==> src/rtl/alu_mul_seq_pkg.sv <==
// Shared definitions for the shift-and-add multiply sequencer: alu command codes
// (same values as the mips_16 alu) and the sequencer state encoding.
package alu_mul_seq_pkg;

   localparam logic [2:0] ALU_NC  = 3'd0;
   localparam logic [2:0] ALU_ADD = 3'd1;
   localparam logic [2:0] ALU_SUB = 3'd2;
   localparam logic [2:0] ALU_AND = 3'd3;
   localparam logic [2:0] ALU_OR  = 3'd4;
   localparam logic [2:0] ALU_XOR = 3'd5;
   localparam logic [2:0] ALU_SL  = 3'd6;
   localparam logic [2:0] ALU_SR  = 3'd7;

   typedef enum logic [1:0] {
      MSEQ_IDLE  = 2'b00,
      MSEQ_ADD   = 2'b01,
      MSEQ_SHIFT = 2'b10,
      MSEQ_DONE  = 2'b11
   } mseq_state_e;

endpackage : alu_mul_seq_pkg

==> src/rtl/alu_mul_seq.sv <==
// Multi-cycle 16x16 (low 16 bits) shift-and-add multiplier that borrows the
// pipeline's shared alu for every add and shift.
module alu_mul_seq
   import alu_mul_seq_pkg::*;
#(
   parameter int unsigned WIDTH      = 16,
   parameter bit          EARLY_TERM = 1'b1
) (
   input  logic             clk,
   input  logic             rst_n,
   input  logic             start,
   input  logic             abort,
   input  logic [WIDTH-1:0] op_a,
   input  logic [WIDTH-1:0] op_b,
   output logic             busy,
   output logic             done,
   output logic [WIDTH-1:0] result,
   output logic             alu_req,
   input  logic             alu_gnt,
   output logic [WIDTH-1:0] alu_a,
   output logic [WIDTH-1:0] alu_b,
   output logic [2:0]       alu_cmd,
   input  logic [WIDTH-1:0] alu_r
);

   localparam int unsigned ITER_W = $clog2(WIDTH + 1);

   mseq_state_e       state_q, state_d;
   logic [WIDTH-1:0]  acc_q, acc_d;
   logic [WIDTH-1:0]  mcand_q, mcand_d;
   logic [WIDTH-1:0]  mplier_q, mplier_d;
   logic [ITER_W-1:0] iter_q, iter_d;
   logic [WIDTH-1:0]  result_q, result_d;
   logic              term;

   always_ff @(posedge clk or negedge rst_n) begin
      if (!rst_n) begin
         state_q  <= MSEQ_IDLE;
         acc_q    <= '0;
         mcand_q  <= '0;
         mplier_q <= '0;
         iter_q   <= '0;
         result_q <= '0;
      end else begin
         state_q  <= state_d;
         acc_q    <= acc_d;
         mcand_q  <= mcand_d;
         mplier_q <= mplier_d;
         iter_q   <= iter_d;
         result_q <= result_d;
      end
   end

   always_comb begin
      state_d  = state_q;
      acc_d    = acc_q;
      mcand_d  = mcand_q;
      mplier_d = mplier_q;
      iter_d   = iter_q;
      result_d = result_q;
      alu_req  = 1'b0;
      alu_a    = '0;
      alu_b    = '0;
      alu_cmd  = ALU_NC;
      done     = 1'b0;
      busy     = (state_q != MSEQ_IDLE);
      term     = EARLY_TERM ? (mplier_q == '0) : (iter_q == ITER_W'(WIDTH));

      unique case (state_q)
         MSEQ_IDLE: begin
            if (start) begin
               acc_d    = '0;
               mcand_d  = op_a;
               mplier_d = op_b;
               iter_d   = '0;
               state_d  = MSEQ_ADD;
            end
         end
         MSEQ_ADD: begin
            if (term) begin
               state_d = MSEQ_DONE;
            end else if (mplier_q[0]) begin
               alu_req = 1'b1;
               alu_cmd = ALU_ADD;
               alu_a   = acc_q;
               alu_b   = mcand_q;
               if (alu_gnt) begin
                  acc_d   = alu_r;
                  state_d = MSEQ_SHIFT;
               end
            end else begin
               state_d = MSEQ_SHIFT;
            end
         end
         MSEQ_SHIFT: begin
            alu_req = 1'b1;
            alu_cmd = ALU_SL;
            alu_a   = mcand_q;
            alu_b   = WIDTH'(1);
            if (alu_gnt) begin
               mcand_d  = alu_r;
               mplier_d = mplier_q >> 1;
               iter_d   = iter_q + 1'b1;
               state_d  = MSEQ_ADD;
            end
         end
         MSEQ_DONE: begin
            done     = 1'b1;
            result_d = acc_q;
            state_d  = MSEQ_IDLE;
         end
         default: state_d = MSEQ_IDLE;
      endcase

      // Abort overrides every transition and freezes all data registers.
      if (abort) begin
         state_d  = MSEQ_IDLE;
         acc_d    = acc_q;
         mcand_d  = mcand_q;
         mplier_d = mplier_q;
         iter_d   = iter_q;
         result_d = result_q;
      end
   end

   // The product is visible during the done pulse, then held from result_q.
   assign result = (state_q == MSEQ_DONE) ? acc_q : result_q;

endmodule : alu_mul_seq
==> config.mk <==
export PLATFORM = sky130hd
export DESIGN_NAME = alu_mul_seq
export DESIGN_NICKNAME = d
export VERILOG_FILES = /design/src/rtl/alu_mul_seq_pkg.sv /design/src/rtl/alu_mul_seq.sv
export SDC_FILE = /design/constraint.sdc
export NUM_CORES = 1
export LEC_CHECK = 0
export BUFFER_PORTS_ARGS = -buffer_cell sky130_fd_sc_hd__clkbuf_2
export CORE_MARGIN = 1.5
export CORE_UTILIZATION = 29
export CTS_CLUSTER_SIZE = 20
export DETAILED_ROUTE_END_ITERATION = 8
export GPL_ROUTABILITY_DRIVEN = 0
export GPL_TIMING_DRIVEN = 0
export PLACE_DENSITY_LB_ADDON = 0.25
export SYNTH_ARGS = -nofsm -noshare
export SYNTH_HDL_FRONTEND = slang
export SYNTH_SLANG_ARGS = --single-unit
==> constraint.sdc <==
create_clock -name clk -period 4.9 [get_ports clk]
set_input_delay 0.735 -clock clk [delete_from_list [all_inputs] [get_ports clk]]
set_output_delay 0.735 -clock clk [all_outputs]
set_load 0.1 [all_outputs]
## Word-level counts from Yosys, hierarchy flattened

Cells that the tools add are included.

| word-level totals | value |
|---|---|
| output and inout port bits | 54 |
| input bits | 53 |
| bits in registers | 66 |
| logic and storage cells | 56 |

| cells by class | value |
|---|---|
| multiplexer cells | 31 |
| equal/unequal tests | 11 |
| bitwise gates (word level) | 1 |
| reductions and logical operators | 8 |

Operators by type and width:

| kind | count |
|---|---|
| $mux W16 | 12 |
| $pmux W16 S2 | 5 |
| $logic_not A16 Y1 | 1 |
| $mux W2 | 6 |
| $ne A2 B2 Y1 const B | 5 |
| $pmux W2 S4 | 1 |
| $ne A3 B3 Y1 const B | 2 |
| $pmux W3 S2 | 1 |
| $reduce_and A6 Y1 | 1 |
| $reduce_bool A2 Y1 | 3 |
| $mux W1 | 5 |
| $ne A5 B5 Y1 const B | 1 |
| $eq A2 B2 Y1 const B | 2 |
| $reduce_and A4 Y1 | 1 |
| $reduce_and A3 Y1 | 1 |
| $eq A2 B1 Y1 const B | 1 |
| $logic_not A2 Y1 | 1 |
| $pmux W1 S2 | 1 |
| $not A1 Y1 | 1 |

## Longest topological paths before layout

Gate-level depths: netlist of the first run.

| logic depth | value |
|---|---|
| depth in word-level cells | 5 |
| gate-level depth with buffers | 8 |
| depth with buffers taken out | 6 |

## Least setup slack after synthesis of the first run

No wires, ideal clock.

| timing path | value |
|---|---|
| path type | flip-flop to output port |
| start point | register state_q[0] |
| end point | output alu_b[0] |
| slack | 0.256 ns |
| buffers on the path | 1 |
| arrival | 3.909 ns |
| stages on the path, launching flop included | 7 |
| cells stage by stage | dfrtp_1 inv_1 ha_1 buf_4 a21oi_1 nor2b_1 o21a_1 |

| between the ends | value |
|---|---|
| cells in the longest elaborated chain, start to end | 2 |

RTL lines:

| what | line | text |
|---|---|---|
| start, declared | alu_mul_seq.sv:28 | `mseq_state_e state_q, state_d;` |
| start signal, assigned | alu_mul_seq.sv:45 | `state_q <= state_d;` |
| $eq A2 B2 Y1 or $eq A2 B1 Y1 (tied branches) | alu_mul_seq.sv:69 | `unique case (state_q)` |
| $pmux W16 S2 * | alu_mul_seq.sv:69 |  |
| end, declared | alu_mul_seq.sv:21 | `output logic [WIDTH-1:0] alu_b,` |

Every way passes the cells marked *; elsewhere a longest branch is shown, timed or not.

## Worst setup path in the final report of the first run

| timing path | value |
|---|---|
| start point | register state_q[0] |
| end point | output alu_a[13] |

| between the ends | value |
|---|---|
| cells in the longest elaborated chain, start to end | 2 |

RTL lines:

| what | line | text |
|---|---|---|
| $eq A2 B2 Y1 or $eq A2 B1 Y1 (tied branches) | alu_mul_seq.sv:69 |  |
| $pmux W16 S2 * | alu_mul_seq.sv:69 |  |
| end, declared | alu_mul_seq.sv:20 | `output logic [WIDTH-1:0] alu_a,` |

Marks and branches as above.

==> results of run 1 <==
==> worst max path at each step <==
stage,startpoint,to,slack [ps],cells past startpoint
after floorplan,state_q[0],alu_b[0],260,6
after global placement,state_q[0],alu_a[13],1760,8
after detailed placement,state_q[0],alu_a[13],1760,8
after CTS,state_q[0],alu_a[13],1390,8
after global routing,state_q[0],alu_a[13],1230,8
final,state_q[0],alu_a[13],1420,8
==> stage by stage <==
stage                     hold slack (ps)  total power [W]
after global routing                419.7         0.003043
final                               388.7         0.002875
after detailed placement            490.5         0.002271
after global placement              482.3         0.002250
after CTS                           409.4         0.002900
after floorplan                     439.4         0.001971
==> logic make-up after synthesis <==
| family | synth area share (%) |
|---|---|
| flip-flops | 48.71 |
| adder cells (fa/ha/maj) | 1.476 |
| AO/OA/AOI/OAI | 12.58 |
| multiplexers | 20.37 |
| AND/OR/NAND/NOR | 12.88 |
| buffers and inverters | 3.985 |
==> placed cells by master (no fill, tap or decap), types with 3 or more instances in the layout <==
cell type    n
and2_1      17
o21ai_0     12
mux2_2      32
nor4_1       3
o21ai_1      5
dfrtp_1     66
clkbuf_16    9
a22o_1      16
buf_2       15
mux2i_1     33
nor2_1      32
a21oi_1     33
clkbuf_1     8
clkbuf_2   105
ha_1         4
clkbuf_8     4
inv_1        4
nand2_1     32
==> power by group <==
part / switching (W) / internal, W / leakage, nW / total, W
Sequential: 0.000170 / 0.000763 / 0.813 / 0.000932
Combinational: 0.000999 / 0.000327 / 1.15 / 0.00133
Clock: 0.000224 / 0.000393 / 0.147 / 0.000617
==> critical path: stages (launching register included) <==
cell and delay (ps):
dfrtp_1 400, inv_1 110, ha_1 220, buf_4 190, and2_1 120, buf_2 210
clkbuf_1 460, a22o_1 230, clkbuf_2 460
==> area by class of cell <==
type	count	area (um^2)
fillers	1181	7005
flip-flops and latches	66	1652
multi-input cells	234	1604
repair buffers	107	553.0
clock buffers	13	280.3
well taps	143	178.9
plain buffers	25	120.1
inverters	4	15.01
clock inverters	2	10.01
==> metal layers <==
metal  part of all wire [%]  vias up
met2                     48       72
met3                    5.7       11
met5                      0        -
met1                     45     1397
met4                    1.6        0
li1                       -     1386
==> state kept, by name, indices dropped and copies added, names as in the netlist <==
register,flops
acc_q,16
mcand_q,16
mplier_q,16
state_q,2
result_q,16
==> impl_metrics.env, run 1 <==
export IMPL_layout_nets=504
export IMPL_drive_above_1_share_pct=38.14
export IMPL_syn_area_per_cell_um2=10.31
export IMPL_grt_start_max_net_pins=35
export IMPL_ys_seq_area_share_pct=48.71
export IMPL_crit_type="reg -> out"
export IMPL_rows=39
export IMPL_synthArstFlopShare_pct=100.0
export IMPL_grt_use_met3_pct=4.921
export IMPL_use_met2_pct=27.20
export IMPL_rr_endpoint="acc_q[11]"
export IMPL_worst_slack_ps=1423
export IMPL_clk_pin_slew_ps=60
export IMPL_cts_tree="yes"
export IMPL_p_leak_nw=2.115
export IMPL_clock_latency_ps=330
export IMPL_post_cts_buffers=0
export IMPL_vias=2866
export IMPL_yosys_cell_count_top_type="dfrtp_1"
export IMPL_gr_total_overflow=0
export IMPL_synth_top_cells_by_count="dfrtp_1, a21oi_1, mux2i_1"
export IMPL_rsz0062_at_grt="no"
export IMPL_first_pass_iters=4
export IMPL_fin_cells=594
export IMPL_r2r_setup_slack_ps=2900
export IMPL_ctsHoldBuffers=0
export IMPL_min_period_ps=3477
export IMPL_placed_cells=579
export IMPL_cts_made_buffers=9
export IMPL_fp_dieW_um=111.1
export IMPL_coreArea_um2=11420
export IMPL_crit_arrival_ps=2740
export IMPL_die_area_um2=12350
export IMPL_syn_inst=329
export IMPL_grtUsageTotal_pct=16.54
export IMPL_synth_edf_count=0
export IMPL_top_usage_layer="met2"
export IMPL_cts_resized=0
export IMPL_required_ps=4160
export IMPL_cap_violations=0
export IMPL_design_portCount=107
export IMPL_hp_class="in -> async"
export IMPL_final_max_slew_viol_count=0
export IMPL_clockBufferDepth=2
export IMPL_num_antenna_cells=0
export IMPL_min_period_over_period_pct=70.96
export IMPL_yosysWarnings=0
export IMPL_cts_htree_levels=3
export IMPL_cp_max_fo=10
export IMPL_status="finished clean"
export IMPL_reg2reg_depth=6
export IMPL_hpwlAfterDp_um=7257
export IMPL_ant_nets=0
export IMPL_wirelength_um=10000
export IMPL_setup_viol=0
export IMPL_timing_rr_start="state_q[1]"
export IMPL_tightest_slew_ps=647.3
export IMPL_drc=0
export IMPL_yosys_most_used_dff="dfrtp_1"
export IMPL_synth_top_area_share_pct=48.71
export IMPL_clock_skew_ps=5.910
export IMPL_wl_per_cell_um=16.84
export IMPL_setup_tns_ps=0
export IMPL_synth_seq_cells=66
export IMPL_antenna_found_initial=0
export IMPL_met1_usage_pct=20.78
export IMPL_die_y_um=111.1
export IMPL_drtIter0Drc=86
export IMPL_max_freq_mhz=287.6
export IMPL_synth_top_cell_by_area="dfrtp_1"
export IMPL_max_vdd_ir_drop_mv=0.2955
export IMPL_dp_slack_ps=1764
export IMPL_cts_sinks=66
export IMPL_finalInstanceArea_um2=4413
export IMPL_initial_core_util_pct=29.70
export IMPL_power_density_nw_per_um2=651.4
export IMPL_final_util_pct=38.65
export IMPL_hold_viol=0
export IMPL_synth_area_leaders="dfrtp_1, mux2_2, mux2i_1"
export IMPL_syn_nets=386
export IMPL_yosys_cell_types_count=26
export IMPL_vias_per_cell=4.825
export IMPL_start_kind="flip-flop"
export IMPL_area_growth_pct=30.15
export IMPL_slew_headroom_pct=56.85
export IMPL_placed_area_um2=4123
export IMPL_syn_area_um2=3391
export IMPL_portBuffers=106
export IMPL_grt_pass1_wl_um=15790
export IMPL_clock_tree_root_cell="clkbuf_16"
export IMPL_critPathCaptureType="output port"
export IMPL_grt_pass1_vias=2993
No activity file was read; power rests on OpenSTA's default activity.
==> inputs of run 2 (changes only) <==
clock period = 3.1 ns   (was 4.9 ns; I/O delays follow)
==> run 2 against run 1 <==
Compared with the run above:
- via count barely moved
- highest routed layer unchanged
- critical path depth is the same
- first-iteration DRC count grew 20%
- critical endpoint is now alu_a[3]
- global-route usage about the same
- die area is the same
==> impl_metrics.env, run 2 (same netlist as run 1, synthesis figures left out) <==
export IMPL_grt_start_max_net_pins=49
export IMPL_wl_per_cell_um=16.77
export IMPL_rows=39
export IMPL_antenna_found_initial=0
export IMPL_path_cells="inv_1 > ha_2 > buf_4 > and2_1 > buf_2 > clkbuf_2 > a22o_2 > clkbuf_2"
export IMPL_critPathBufInv=5
export IMPL_drc=0
export IMPL_critPathCaptureType="output port"
export IMPL_num_antenna_cells=0
export IMPL_final_max_slew_viol_count=0
export IMPL_drive_above_1_share_pct=41.24
export IMPL_path_delay_family="buffers and inverters"
export IMPL_cts_htree_levels=3
export IMPL_hold_viol=0
export IMPL_dp_slack_ps=171.0
export IMPL_required_ps=2630
export IMPL_crit_arrival_ps=2570
export IMPL_cap_violations=0
export IMPL_slew_headroom_pct=55.93
export IMPL_max_vdd_ir_drop_mv=0.4196
export IMPL_cts_made_buffers=9
export IMPL_clk_pin_slew_ps=60
export IMPL_layout_nets=504
export IMPL_min_period_ps=3032
export IMPL_start_kind="flip-flop"
export IMPL_total_power_w=0.004672
export IMPL_setup_tns_ps=0
export IMPL_ctsHoldBuffers=0
export IMPL_max_stage_delay_ps=450
export IMPL_fp_dieW_um=111.1
export IMPL_cpMostUsedCell="clkbuf_2"
export IMPL_multi_input_area_um2=1627
export IMPL_grt_pass1_vias=2989
export IMPL_crit_type="reg -> out"
export IMPL_tightest_slew_ps=661.0
export IMPL_hp_class="in -> async"
export IMPL_drtIter0Drc=103
export IMPL_cts_tree="yes"
export IMPL_worst_slack_ps=68.20
export IMPL_rsz0062_at_grt="no"
export IMPL_setup_viol=0
export IMPL_reg2reg_depth=6
export IMPL_clock_tree_root_cell="clkbuf_16"
export IMPL_gr_total_overflow=0
export IMPL_power_density_nw_per_um2=1043
export IMPL_min_period_over_period_pct=97.80
export IMPL_hpwlAfterDp_um=7200
export IMPL_cp_depth=8
export IMPL_cts_sinks=66
export IMPL_area_growth_pct=32.10
export IMPL_seqCellArea_um2=1652
export IMPL_clock_skew_ps=6.683
export IMPL_fill_cells=1190
export IMPL_timing_rr_start="state_q[0]"
export IMPL_cp_startpoint="state_q[0]"
export IMPL_die_y_um=111.1
export IMPL_vias_per_cell=4.822
export IMPL_status="finished clean"
export IMPL_die_area_um2=12350
export IMPL_portBuffers=106
export IMPL_grt_pass1_wl_um=15670
export IMPL_wirelength_um=9964
export IMPL_design_portCount=107
export IMPL_initial_core_util_pct=29.70
export IMPL_clockBufferDepth=2
export IMPL_final_common_cell="clkbuf_2"
export IMPL_p_leak_nw=2.151
export IMPL_grtUsageTotal_pct=16.52
export IMPL_cp_max_fo=10
export IMPL_max_freq_mhz=329.8
export IMPL_vias=2864
export IMPL_coreArea_um2=11420
export IMPL_worst_path_max_delay_cell="clkbuf_2"
export IMPL_clock_latency_ps=320
export IMPL_first_pass_iters=4
export IMPL_final_cell_mix="clkbuf_2, dfrtp_1, a21oi_1, mux2i_1"
export IMPL_ant_nets=0
run 2: report_power, final:
part	internal, W	switching [W]	leakage, nW
clock	0.000728	0.000352	0.161
sequential	0.00121	0.000268	0.813
combinational	0.000530	0.00159	1.18
total	0.00246	0.00221	2.15
run 2: final cells by class:
type                    instances  area share (%)
plain buffers                  25           2.737
clock buffers                  14           6.564
inverters                       4          0.3352
repair buffers                107           12.51
multi-input cells             234           36.31
clock inverters                 1          0.6704
well taps                     143           3.994
flip-flops and latches         66           36.87
run 2: layer usage:
metal	vias to the layer above	global-route usage (%)	share of wire, %	wire length [um]
met1	1379	20.64	45	4435
met2	88	27.41	48	4790
met4	0	6.414	1.8	181
met3	17	4.265	5.6	556
li1	1380	-	-	-
met5	-	0	0	0
run 2: what timing repair did:
item                                    4_1_cts  5_1_grt
setup buffers                                 0        0
hold endpoints to repair                      0        0
resized for setup                             1        8
endpoints found under the setup margin       10       12
run 2: final timing paths:
path,end,slack [ps]
setup / recovery,alu_a[3],70
hold / removal,acc_q[2],60
setup reg to reg,acc_q[10],1080
hold reg to reg,result_q[12],500
max in group asynchronous,mcand_q[13],2490
min in group clk,acc_q[1],390
run 2: stage by stage:
step	instances	instance area, um^2	hold WS (ps)	util (%)
floorplan	329	3413	169.4	-
finish	594	4479	60.95	39.23
CTS	594	4478	62.61	39.22
global route	594	4479	70.93	39.23
detailed placement	579	4153	406.7	36.37
global placement	578	4123	482.4	36.11
